==> src/rtl/mem_port_arbiter.sv <==
// Arbiter that shares one single-port memory between instruction fetch and
// MEM-stage data access of a pipelined MIPS core. Within each pipeline step
// the data access is served first, then the fetch; the pipeline is stalled
// until both are done. A watchdog abandons accesses that never complete.
module mem_port_arbiter #(
    parameter int unsigned TIMEOUT = 255
) (
    input  logic        clk,
    input  logic        rst,
    input  logic        instReq,
    input  logic [31:0] instMemAddress,
    output logic [31:0] instruction,
    input  logic        dataMemRead,
    input  logic        dataMemWrite,
    input  logic [31:0] dataMemAddress,
    input  logic [31:0] dataMemWriteData,
    output logic [31:0] dataMemReadData,
    output logic        stall,
    output logic        memReq,
    output logic        memRead,
    output logic        memWrite,
    output logic [31:0] memAddr,
    output logic [31:0] memWData,
    input  logic        memAck,
    input  logic [31:0] memRData,
    output logic        busError
);

    typedef enum logic [1:0] {
        IDLE  = 2'd0,
        DWAIT = 2'd1,
        IWAIT = 2'd2
    } state_t;

    // The counter starts at 0 on the issue edge, so the abandon edge comes
    // TIMEOUT edges after issue when the limit is TIMEOUT-1.
    localparam logic [15:0] WD_LIMIT = 16'(TIMEOUT - 1);

    state_t      state, state_d;
    logic        data_need, inst_need;
    logic        data_done, data_done_d;
    logic        inst_done, inst_done_d;
    logic        mem_req_d, mem_read_d, mem_write_d;
    logic [31:0] mem_addr_d, mem_wdata_d;
    logic [31:0] instruction_d, read_data_d;
    logic [15:0] wd_cnt, wd_cnt_d;
    logic        bus_error_d;
    logic        wd_expired;
    logic        ack;
    logic [31:0] ack_data;

    assign data_need  = dataMemRead | dataMemWrite;
    assign inst_need  = instReq;
    assign stall      = (data_need & ~data_done) | (inst_need & ~inst_done);

    // A watchdog expiry behaves like an ack that returns zero (a NOP fetch).
    assign wd_expired = (wd_cnt == WD_LIMIT);
    assign ack        = memAck | wd_expired;
    assign ack_data   = memAck ? memRData : 32'h0;

    // Next-state and next-register logic for the access sequencer.
    always_comb begin
        // NOTE: every signal gets a hold-value default first so no path through
        // the case statement leaves one unassigned and infers a latch.
        state_d       = state;
        data_done_d   = data_done;
        inst_done_d   = inst_done;
        mem_req_d     = memReq;
        mem_read_d    = memRead;
        mem_write_d   = memWrite;
        mem_addr_d    = memAddr;
        mem_wdata_d   = memWData;
        instruction_d = instruction;
        read_data_d   = dataMemReadData;
        wd_cnt_d      = wd_cnt;
        bus_error_d   = busError;

        // Step boundary: the pipeline advances on this edge, so the next
        // step starts with nothing served.
        if (!stall) begin
            data_done_d = 1'b0;
            inst_done_d = 1'b0;
        end

        case (state)
            IDLE: begin
                mem_req_d = 1'b0;
                if (data_need && !data_done) begin
                    mem_req_d   = 1'b1;
                    mem_addr_d  = dataMemAddress;
                    mem_wdata_d = dataMemWriteData;
                    mem_write_d = dataMemWrite;
                    mem_read_d  = dataMemRead & ~dataMemWrite;
                    wd_cnt_d    = 16'd0;
                    state_d     = DWAIT;
                end else if (inst_need && !inst_done) begin
                    mem_req_d   = 1'b1;
                    mem_addr_d  = instMemAddress;
                    mem_read_d  = 1'b1;
                    mem_write_d = 1'b0;
                    wd_cnt_d    = 16'd0;
                    state_d     = IWAIT;
                end
            end

            DWAIT: begin
                if (ack) begin
                    if (memRead) read_data_d = ack_data;
                    if (!memAck) bus_error_d = 1'b1;
                    data_done_d = 1'b1;
                    if (inst_need && !inst_done) begin
                        // Back-to-back fetch: memReq stays high.
                        mem_req_d   = 1'b1;
                        mem_addr_d  = instMemAddress;
                        mem_read_d  = 1'b1;
                        mem_write_d = 1'b0;
                        wd_cnt_d    = 16'd0;
                        state_d     = IWAIT;
                    end else begin
                        mem_req_d = 1'b0;
                        state_d   = IDLE;
                    end
                end else begin
                    wd_cnt_d = wd_cnt + 16'd1;
                end
            end

            IWAIT: begin
                if (ack) begin
                    instruction_d = ack_data;
                    if (!memAck) bus_error_d = 1'b1;
                    inst_done_d   = 1'b1;
                    mem_req_d     = 1'b0;
                    state_d       = IDLE;
                end else begin
                    wd_cnt_d = wd_cnt + 16'd1;
                end
            end

            default: begin
                mem_req_d = 1'b0;
                state_d   = IDLE;
            end
        endcase
    end

    // State and output registers; reset overrides any pending ack.
    always_ff @(posedge clk or negedge rst) begin
        if (!rst) begin
            state           <= IDLE;
            data_done       <= 1'b0;
            inst_done       <= 1'b0;
            memReq          <= 1'b0;
            memRead         <= 1'b0;
            memWrite        <= 1'b0;
            memAddr         <= 32'h0;
            memWData        <= 32'h0;
            instruction     <= 32'h0;
            dataMemReadData <= 32'h0;
            wd_cnt          <= 16'd0;
            busError        <= 1'b0;
        end else begin
            // NOTE: non-blocking assignments so every register samples the
            // pre-edge values computed above, independent of statement order.
            state           <= state_d;
            data_done       <= data_done_d;
            inst_done       <= inst_done_d;
            memReq          <= mem_req_d;
            memRead         <= mem_read_d;
            memWrite        <= mem_write_d;
            memAddr         <= mem_addr_d;
            memWData        <= mem_wdata_d;
            instruction     <= instruction_d;
            dataMemReadData <= read_data_d;
            wd_cnt          <= wd_cnt_d;
            busError        <= bus_error_d;
        end
    end

endmodule
==> config.mk <==
export PLATFORM = sky130hd
export DESIGN_NAME = mem_port_arbiter
export DESIGN_NICKNAME = d
export VERILOG_FILES = /design/src/rtl/mem_port_arbiter.sv
export SDC_FILE = /design/constraint.sdc
export NUM_CORES = 1
export LEC_CHECK = 0
export ABC_AREA = 1
export BUFFER_PORTS_ARGS = -buffer_cell sky130_fd_sc_hd__buf_2
export CAP_MARGIN = 20
export CORE_MARGIN = 5
export CORE_UTILIZATION = 53
export DETAILED_ROUTE_END_ITERATION = 8
export PLACE_DENSITY = 0.86
export REMOVE_ABC_BUFFERS = 1
export SKIP_LAST_GASP = 1
export SLEW_MARGIN = 20
export SYNTH_ARGS = -nofsm -noshare
export SYNTH_HDL_FRONTEND = slang
export SYNTH_SLANG_ARGS = --single-unit
==> constraint.sdc <==
create_clock -name clk -period 2.85 [get_ports clk]
set_clock_uncertainty 0.05 [all_clocks]
set_input_delay 0.4275 -clock clk [delete_from_list [all_inputs] [get_ports clk]]
set_output_delay 0.4275 -clock clk [all_outputs]
set_load 0.01 [all_outputs]
==> results of run 1 <==
state kept, by name, indices dropped and copies added (netlist names):
register and flops:
busError 1, instruction 32, state 2, memWrite 1
wd_cnt 16, memAddr 32, inst_done 1, memReq 1
memRead 1, data_done 1, dataMemReadData 32, memWData 32
placed cells by master (no fill, tap or decap), drive strengths merged, types with 2 or more instances in the layout:
cell type  count
nor2          22
xor2           2
inv           51
nand4          3
a21oi          3
clkinv         3
buf          276
nand3b         2
nand3         24
o21ai        131
dfrtp        152
bufinv         5
ha             6
nand2        367
clkbuf        23
nor3           4
power by group:
| part | switching [mW] | internal (mW) | leakage (nW) | total [mW] |
|---|---|---|---|---|
| registers | 0.511 | 3.11 | 1.92 | 3.62 |
| logic | 2.71 | 1.54 | 2.67 | 4.25 |
| clock network | 0.849 | 1.66 | 0.325 | 2.51 |
cells by family (layout without fill, tap and decap cells):
kind of cell             count (synthesis)  count (layout)  synth area share
buffers and inverters                   89             360            0.0560
AO/OA/AOI/OAI                          139             139             0.111
XOR/XNOR                                 3               3           0.00391
flip-flops                             152             152             0.565
AND/OR/NAND/NOR                        423             423             0.253
adder cells (fa/ha/maj)                  6               6            0.0112
layout make-up:
type | instances | share of cell area
Clock buffer | 23 | 0.0548
Timing Repair Buffer | 277 | 0.165
Inverter | 51 | 0.0218
Clock inverter | 9 | 0.0206
Multi-Input combinational cell | 571 | 0.287
Tap cell | 172 | 0.0242
Sequential cell | 152 | 0.427
layer usage:
layer / share of wire / wire [um] / GRT usage
met5: 0.00075 / 14 / 0
met4: 0.033 / 610 / 0.106
met3: 0.087 / 1610 / 0.0733
met2: 0.49 / 9050 / 0.421
met1: 0.39 / 7280 / 0.300
critical path: stages, from the launching register on:
cell     delay, ns
dfrtp_1       0.40
inv_1         0.11
ha_1          0.40
nor2_2        0.13
inv_2         0.52
nand2_1       0.12
nand2_1       0.09
inv_1         0.04
o21ai_0       0.17
per-stage QoR:
step            util  hold slack (ns)
6_report       0.712            0.159
5_1_grt        0.712            0.155
4_1_cts        0.710            0.141
3_5_place_dp   0.655            0.400
3_3_place_gp   0.655            0.399
2_1_floorplan      -           0.0819
worst max-delay path by stage:
stage	startpoint	end	slack [ns]	depth (start not counted)
floorplan	state[0]	state[0]	-0.07	6
global placement	dataMemWrite	memRead	0.59	5
detailed placement	state[1]	memRead	0.49	5
CTS	state[1]	memRead	0.46	5
global route	state[1]	memAddr[28]	0.45	8
finish	state[1]	memAddr[28]	0.70	8
what timing repair did:
action | in CTS | in global routing
endpoints found under the hold margin | 63 | 0
setup endpoints to repair | 0 | 0
hold buffers | 1 | 0
==> out/results.tsv, run 1 <==
metric	value	unit
setup_viol	0	
synth.top_cell.area_share	0.565	
period_minus_slack	2.15	ns
yosys-top-cells-area	dfrtp_1 57%, nand2_1 20%, o21ai_0 8.0%	
instances_no_fill	1255	
finalSetupTns	0	ns
synth_cell_types	37	
worstPathMaxFanout	50	
cts_resized	0	
die_w	123	um
path_clk_slew	0.06	ns
initial_core_util	0.538	
end_kind	flip-flop	
grt_start_max_net_pins	66	
synth_edf_count	0	
grt_pass1_vias	6111	
finalHoldViolCount	0	
r2r_slack	0.70	ns
relSlewSlack	0.540	
port_buffers	266	
hold_path.startpoint	dataMemWriteData[12]	
multi_input_area	0.00256	sq mm
area_growth	32.4	%
pre_cts_ws	0.487	ns
gp_congestion	0.921	
r2r-end	memAddr[28]	
max_slew.worst_pin.slew	0.689	ns
synth_top_area_cell	dfrtp_1	
hp-class	in -> reg	
min_to	memWData[12]	
die_y	123	um
drive_above_1_share	0.307	
fin_crit_sh	0.753	
required	3.12	ns
first_iter_violations	365	
ir_worst_vdd	0.702	mV
cts_buffers	17	
cts-root-buf	clkbuf_16	
syn_inst	812	
post-route-cell-area	0.00891	sq mm
boundaryPins	267	
grt_pass1_wl	29300	um
core	0.0125	sq mm
regToRegStartpoint	state[1]	
die_area	0.0150	sq mm
rsz0062_at_grt	false	
ys.flop_type	dfrtp_1	
cts_setup_buffers	0	
cts_tree	done	
yosysMostFrequentCell	nand2_1	
htreeDepth	4	
clock_sinks	152	
hpwlAfterDp	13300	um
worstSkewPairLatency	0.41	ns
avgViaCountPerCell	5.04	
fillers	980	
syn_area	0.00673	sq mm
routed_wl	18600	um
whs_path_depth	3	
placed_cells	1221	
clock.fmax	466	MHz
antenna_cells	0	
yosys_register_bits	152	
wl_per_cell	14.8	um
fin_nets	1210	
antenna_found_initial	1	
syn_avg_cell_area	8.29	sq um
vias	6326	
firstDrtPassIters	6	
p_per_area	1160	mW/mm^2
path_class	reg -> reg	
maxCapViolations	0	
status	finished, final reports clean	
drv_slew	0	
p_leak	4.92	nW
async_flop_share	1.00	
fin_ws	0.703	ns
grtUsageTotal	0.250	
seqCellArea	0.00380	sq mm
ctsLongestPathBuffers	2	
ys_warn_count	0	
critPathLaunchType	flip-flop	
power	10.4	mW
r2r_cells	8	
worstPathArrival	2.42	ns
ys_seq_area_frac	0.565	
grt.overflow.total	0	
ant_nets	0	
drcViolationCount	0	
rows	41	
synthTopCellsByCount	360 x nand2_1, 152 x dfrtp_1, 108 x o21ai_0	
post_dp_cell_area	0.00820	sq mm
No activity file was read; power rests on OpenSTA's default activity.
==> run 2, diff against run 1 <==
--- a/config.mk
+++ b/config.mk
@@ -9,9 +9,9 @@
 export BUFFER_PORTS_ARGS = -buffer_cell sky130_fd_sc_hd__buf_2
 export CAP_MARGIN = 20
 export CORE_MARGIN = 5
-export CORE_UTILIZATION = 53
+export CORE_UTILIZATION = 49
 export DETAILED_ROUTE_END_ITERATION = 8
-export PLACE_DENSITY = 0.86
+export PLACE_DENSITY = 0.81
 export REMOVE_ABC_BUFFERS = 1
 export SKIP_LAST_GASP = 1
 export SLEW_MARGIN = 20
==> constraint.sdc (replaced) <==
create_clock -name clk -period 2.05 [get_ports clk]
set_clock_uncertainty 0.05 [all_clocks]
set_input_delay 0.3075 -clock clk [delete_from_list [all_inputs] [get_ports clk]]
set_output_delay 0.3075 -clock clk [all_outputs]
set_load 0.01 [all_outputs]
==> out/results.tsv, run 2 (synthesis gave the netlist of run 1 again) <==
metric	value	unit	change
drcViolationCount	0		unchanged
setup_viol	0		unchanged
cts_resized	0		unchanged
p_int	8.42	mW	was 6.31 mW
cp-startpoint	wd_cnt[0]		was state[1]
p_seq_frac	0.355		was 0.349
r2r-end	wd_cnt[14]		was memAddr[28]
final_common_cell	nand2_1		unchanged
wl_per_cell	14.6	um	was 14.8 um
die_area	0.0162	sq mm	was 0.0150 sq mm
worstSkewPairLatency	0.41	ns	about the same
whs_path_depth	3		unchanged
path_class	reg -> reg		unchanged
cts_tree	done		unchanged
r2r_cells	11		was 8
pwr-share-clk	0.222		was 0.242
htreeDepth	4		unchanged
relSlewSlack	0.700		was 0.540
grtUsageTotal	0.230		was 0.250
drv_slew	0		unchanged
p_sw	5.74	mW	was 4.07 mW
die_y	127	um	was 123 um
rows	42		was 41
fin_nets	1218		was 1210
initial_core_util	0.504		was 0.538
hold_path.startpoint	dataMemWriteData[4]		was dataMemWriteData[12]
avgViaCountPerCell	4.94		was 5.04
port_buffers	266		unchanged
routed_wl	18500	um	was 18600 um
ant_nets	0		unchanged
clock_sinks	152		unchanged
status	finished, final reports clean		unchanged
max_slew.worst_pin.slew	0.450	ns	was 0.689 ns
grt_start_max_net_pins	65		was 66
pre_cts_ws	0.238	ns	was 0.487 ns
end_kind	flip-flop		unchanged
grt_pass1_wl	30000	um	was 29300 um
p_comb_frac	0.423		was 0.409
layout_common_cells	360 x nand2_1, 265 x buf_2, 152 x dfrtp_1		unchanged
die_w	127	um	was 123 um
fin_crit_sh	0.879		was 0.753
ctsLongestPathBuffers	2		unchanged
path_clk_slew	0.06	ns	about the same
regToRegStartpoint	wd_cnt[0]		was state[1]
drive_above_1_share	0.313		was 0.307
antenna_found_initial	2		was 1
required	2.33	ns	was 3.12 ns
period_minus_slack	1.80	ns	was 2.15 ns
grt_pass1_vias	6148		was 6111
grt.overflow.total	0		unchanged
power	14.2	mW	was 10.4 mW
maxCapViolations	0		unchanged
p_per_area	1580	mW/mm^2	was 1160 mW/mm^2
core	0.0133	sq mm	was 0.0125 sq mm
cts-root-buf	clkbuf_16		unchanged
firstDrtPassIters	5		was 6
antenna_cells	0		unchanged
first_iter_violations	418		was 365
hp-class	in -> reg		unchanged
worstPathMaxFanout	5		was 50
cts_buffers	17		unchanged
vias	6265		was 6326
finalHoldViolCount	0		unchanged
p_sw_frac	0.405		was 0.392
finalSetupTns	0	ns	unchanged
gp_congestion	0.897		was 0.921
critPathLaunchType	flip-flop		unchanged
cts_setup_buffers	0		unchanged
fin_ws	0.247	ns	was 0.703 ns
worstPathArrival	2.08	ns	was 2.42 ns
rsz0062_at_grt	false		unchanged
hpwlAfterDp	13800	um	was 13300 um
ir_worst_vdd	0.896	mV	was 0.702 mV
clock.fmax	555	MHz	was 466 MHz
area_growth	32.8	%	was 32.4%
fin_util	0.669		was 0.712
r2r_slack	0.25	ns	was 0.70 ns
boundaryPins	267		unchanged
p_leak	4.94	nW	was 4.92 nW
min_to	memWData[4]		was memWData[12]
hold_slack	0.0375	ns	was 0.159 ns
-- run 2: cell count changes in the layout (fill, tap and decap cells not counted), sizes merged --
cell    delta
buf        +8
clkbuf     -4
inv        +4
bufinv     -3
clkinv     +3
-- run 2: power by group through the flow --
| stage | registers (mW) | clock network [mW] | logic (mW) |
|---|---|---|---|
| 3_3_place_gp | 5.01 | 0 | 5.90 |
| 6_report | 5.03 | 3.15 | 5.98 |
| 4_1_cts | 5.02 | 3.20 | 6.09 |
| 2_1_floorplan | 5.60 | 0 | 2.72 |
| 5_1_grt | 5.19 | 3.33 | 6.74 |
| 3_5_place_dp | 5.03 | 0 | 6.08 |
-- run 2: per-layer routing --
| metal | GRT usage | routed length, um |
|---|---|---|
| met5 | 0 | 34 |
| met4 | 0.0839 | 392 |
| met3 | 0.0630 | 1550 |
| met2 | 0.380 | 8810 |
| met1 | 0.292 | 7680 |
-- run 2: critical path, cell delays in order (launching register included) --
cell and delay, ns:
dfrtp_1 0.39, inv_1 0.08, ha_1 0.20, nand2_1 0.06, nor2_1 0.05, nand2_2 0.11, nand3_4 0.10, nand2_1 0.15
nand2_1 0.12, nor2_4 0.16, inv_1 0.10, o21ai_0 0.16
-- run 2: repair_timing --
action	CTS	global route
endpoints found under the hold margin	31	0
setup endpoints to repair	0	0
hold buffers	1	0
-- run 2: cell type report --
type	instances	area [sq um]
clock buffers	19	443
clock inverters	13	159
fillers	1106	4410
inverters	51	194
multi-input cells	571	2560
flip-flops and latches	152	3800
well taps	176	220
repair buffers	285	1560
-- run 2: per-stage QoR --
step	instance area, sq um	std cells
after CTS	8940	1267
final	8940	1267
after global placement	8320	1234
after floorplan	6550	774
after global routing	8940	1267
after detailed placement	8320	1234
-- run 2: worst max path at each step --
stage	to
after floorplan	state[0]
after global placement	wd_cnt[3]
after detailed placement	wd_cnt[14]
after CTS	memAddr[25]
after global routing	memAddr[0]
final	wd_cnt[14]
